==> src/rtl/clk_divider.sv <==
// ---------------------------------------------------------------------------
// clk_divider
//
// Integer clock divider. Derives a nearly 50%-duty clock from clk_in at
// FREQ_IN / DIV, where DIV = round(FREQ_IN / FREQ_OUT). Also produces a
// one-cycle tick, in the clk_in domain, on every rising edge of clk_out.
//
// Parameters:
//   FREQ_IN   frequency of clk_in in Hz (positive)
//   FREQ_OUT  target frequency of clk_out in Hz (positive, <= FREQ_IN/2)
//
// Ports:
//   clk_in   in   system clock; all logic runs on its rising edge
//   rst_n    in   asynchronous active-low reset
//   clk_out  out  divided clock, registered, glitch-free
//   tick     out  high for the first clk_in cycle in which clk_out is high
// ---------------------------------------------------------------------------
module clk_divider #(
    parameter int FREQ_IN  = 12000000,
    parameter int FREQ_OUT = 9600
) (
    input  logic clk_in,
    input  logic rst_n,
    output logic clk_out,
    output logic tick
);

    // Guard the division so a zero FREQ_OUT reaches the fatal check below
    // rather than failing on a divide-by-zero first.
    localparam int DIV   = (FREQ_OUT > 0) ? (FREQ_IN + FREQ_OUT / 2) / FREQ_OUT : 0;
    // Low phase takes the ceiling half, so odd DIV gives the extra cycle to
    // the low phase; the high phase is DIV - LOW cycles.
    localparam int LOW   = DIV - DIV / 2;
    localparam int CNT_W = (DIV < 2) ? 1 : $clog2(DIV);

    localparam logic [CNT_W-1:0] CNT_LAST = CNT_W'(DIV - 1);
    localparam logic [CNT_W-1:0] CNT_LOW  = CNT_W'(LOW);

    if (FREQ_IN <= 0 || FREQ_OUT <= 0 || DIV < 2) begin : g_bad_params
        $fatal(1, "clk_divider: FREQ_IN and FREQ_OUT must be positive and give DIV >= 2");
    end

    logic [CNT_W-1:0] r_cnt;
    logic [CNT_W-1:0] w_cnt_nxt;
    logic             r_clk_out;
    logic             r_tick;

    always_comb begin
        w_cnt_nxt = (r_cnt == CNT_LAST) ? '0 : r_cnt + 1'b1;
    end

    // Outputs are decoded from the next count so they change on the same
    // edge as the counter, with no extra cycle of latency.
    always_ff @(posedge clk_in or negedge rst_n) begin
        if (!rst_n) begin
            r_cnt     <= '0;
            r_clk_out <= 1'b0;
            r_tick    <= 1'b0;
        end else begin
            r_cnt     <= w_cnt_nxt;
            r_clk_out <= (w_cnt_nxt >= CNT_LOW);
            r_tick    <= (w_cnt_nxt == CNT_LOW);
        end
    end

    assign clk_out = r_clk_out;
    assign tick    = r_tick;

endmodule

==> config.mk <==
export PLATFORM = sky130hd
export DESIGN_NAME = clk_divider
export DESIGN_NICKNAME = d
export VERILOG_FILES = /design/src/rtl/clk_divider.sv
export SDC_FILE = /design/constraint.sdc
export NUM_CORES = 1
export LEC_CHECK = 0
export BUFFER_PORTS_ARGS = -buffer_cell sky130_fd_sc_hd__buf_4
export CAP_MARGIN = 10
export CORE_MARGIN = 4
export CORE_UTILIZATION = 40
export CTS_CLUSTER_DIAMETER = 200
export DETAILED_ROUTE_END_ITERATION = 10
export GPL_TIMING_DRIVEN = 0
export PLACE_DENSITY = 0.64
export RECOVER_POWER = 100
export SLEW_MARGIN = 20
export SYNTH_ARGS = -nofsm -noshare
export SYNTH_HDL_FRONTEND = slang
export SYNTH_SLANG_ARGS = --single-unit
==> constraint.sdc <==
create_clock -name clk_in -period 3.75 [get_ports clk_in]
set_clock_uncertainty 0.2 [all_clocks]
set_input_delay 0 -clock clk_in [delete_from_list [all_inputs] [get_ports clk_in]]
set_output_delay 0 -clock clk_in [all_outputs]
set_load 0.02 [all_outputs]
==> flow_summary.toml <==
[yosys]
synth_seq_cells = 13
ys_warn_count = 0
yosysUniqueCellTypes = 28
synthesis.area_um2 = 703
ys_seq_area_share_pct = 46.3
synthesis.nets = 75
async_flop_share_pct = 100
ys.flop_type = "dfrtp_1"
synth.avg_cell_area_um2 = 9.90
syn-instance-count = 71
synth_edf_count = 0

[worst_setup_path]
crit_end = "clk_out"
critPathKind = "reg2reg"
required_ns = 3.70
r2r.worst_path.cells = 5
r2r-start = "r_cnt[2]"
r2r_slack_ns = 1.09
crit_start = "r_cnt[2]"
critPathArrivalTime_ns = 2.61
crit_fanout = 8
r2r_end = "clk_out"
startpoint_type = "flip-flop"
end_kind = "flip-flop"

[floorplanning]
die_y_um = 49.9
start_util_pct = 44.6
io_pins = 4
dieWidth_um = 49.9
dieArea_um2 = 2490
num_rows = 14
core_region_area_um2 = 1580

[cts]
cts_max_level = 1
clk_latency_ns = 0.27
cts_tree = "done"
clk_pin_slew_ns = 0.07
cts-root-buf = "clkbuf_4"
ctsResizeCount = 0
clockBufferDepth = 2
cts.sinks = 13
cts_buffers = 3

[run_status]
status = "finished clean"

[drt]
routed.top_layer = "met4"
dr_wl_met2_um = 513
drcViolationCount = 0
routedWlPerCell_um = 13.3
drt_pass1_iterations = 4
num_vias = 529
first_iter_violations = 16
wl_met1_um = 662
ant_nets = 0
wl_um = 1270
dr_wl_met3_um = 80
via_per_inst = 5.51

[power]
p_per_area_nw_per_um2 = 298
p_sw_share_pct = 20.0
p_sw_mw = 0.0458
p_int_mw = 0.183
ir_worst_vdd_mv = 0.221
p_clk_share_pct = 36.8
combinationalPowerShare_pct = 2.1
seq_power_share_pct = 61.1
power_leakage_nw = 0.346

[global_routing]
grt_max_degree = 14
overflow = 0
grt_pass1_vias = 475
antenna_found_initial = 0
grt_util_all_layers_pct = 11.1
grt_pass1_wl_um = 2060

[worst_hold_path]
hp-class = "reg2reg"

[finish]
final_core_util_pct = 48.7
fillCellCount = 144
final_common_cell = "dfrtp_1"
drive_gt1_share_pct = 8.75
num_antenna_cells = 0
area_growth_pct = 9.25
final_cell_mix = "13 x dfrtp_1, 8 x inv_1, 6 x nor2_1, 6 x xnor2_1"
fin_nets = 85

[sta]
drv_slew = 0
rsz0062_at_grt = "no"
fin_crit_ns = 2.66
max_freq_mhz = 375
fin_tns_setup_ns = 0
hold_viol = 0
worstMarginPinSlew_ns = 0.861
maxSlewHeadroom_pct = 42.1
period_share_pct = 71.0
setup_viol_count_final = 0

[run]
maxCapViolations = 0

[placement]
portBuffers = 3
place_congestion = 0.797
post-dp-hpwl_um = 951
[kinds of logic after synthesis]
| logic type | count (synthesis) | share of synthesized area [%] |
|---|---|---|
| simple gates | 30 | 25.4 |
| flops | 13 | 46.3 |
| compound gates | 10 | 11.2 |
| buf+inv | 9 | 4.80 |
| xor+xnor | 7 | 8.72 |
| fa+ha+maj | 2 | 3.56 |
[registers in the layout, summed over array words and instances (netlist names)]
signal / flops
r_cnt: 11
tick: 1
clk_out: 1
[worst max-delay path, stage by stage (launching register included)]
cell	delay, ns
dfrtp_1	0.45
or4b_4	0.55
nor3_1	0.71
a211oi_1	0.16
a2111oi_2	0.35
o21ai_0	0.12
[cell usage after synthesis (2+ instances only)]
cell type / n / area, um2
nand2_1: 4 / 15.0
xnor2_1: 6 / 52.6
dfrtp_1: 13 / 325
a21oi_1: 2 / 10.0
nand3_1: 4 / 20.0
and3_1: 2 / 12.5
or3_1: 2 / 12.5
nor3_1: 3 / 15.0
nor2_1: 6 / 22.5
o21ai_0: 2 / 10.0
nor4_1: 2 / 12.5
inv_1: 8 / 30.0
ha_1: 2 / 25.0
[metal layers]
layer	vias up	global-route usage, %
met4	0	1.38
met1	243	16.6
met3	6	5.42
li1	263	-
met5	-	0
met2	17	14.3
[timing repair]
action,CTS,global route
hold buffers,2,0
buffers inserted,0,0
hold endpoints to repair,13,0
[through the flow]
stage	instances	hold WS, ns	area (um2)	setup slack, ns	total power, mW
finish	96	0.351	768	1.09	0.229
global route	96	0.390	768	0.883	0.239
CTS	96	0.342	792	1.55	0.234
detailed placement	90	-0.347	746	1.57	0.146
global placement	90	-0.347	746	1.53	0.146
floorplan	71	-0.496	703	1.72	0.143
[worst min-delay path by stage]
stage / cells after the start / startpoint / endpoint
6_report: 1 / r_cnt[4] / r_cnt[4]
5_1_grt: 1 / r_cnt[4] / r_cnt[4]
4_1_cts: 1 / r_cnt[4] / r_cnt[4]
3_5_place_dp: 1 / rst_n / r_cnt[4]
3_3_place_gp: 1 / rst_n / r_cnt[5]
2_1_floorplan: 0 / rst_n / clk_out
[power groups by stage]
stage	clock [mW]	sequential [mW]	combinational, mW
after floorplan	0	0.143	0.000000167
after global placement	0	0.143	0.00357
after detailed placement	0	0.143	0.00357
after CTS	0.0883	0.140	0.00525
after global routing	0.0929	0.140	0.00565
final	0.0843	0.140	0.00478
[final cells by class]
type | count | area, um2 | share of cell area, %
multi-input cells | 49 | 328 | 42.7
flip-flops and latches | 13 | 325 | 42.3
repair buffers | 5 | 35.0 | 4.56
inverters | 8 | 30.0 | 3.91
clock buffers | 4 | 26.3 | 3.42
well taps | 16 | 20.0 | 2.61
plain buffers | 1 | 3.75 | 0.489
(Power assumes the default switching activity.)
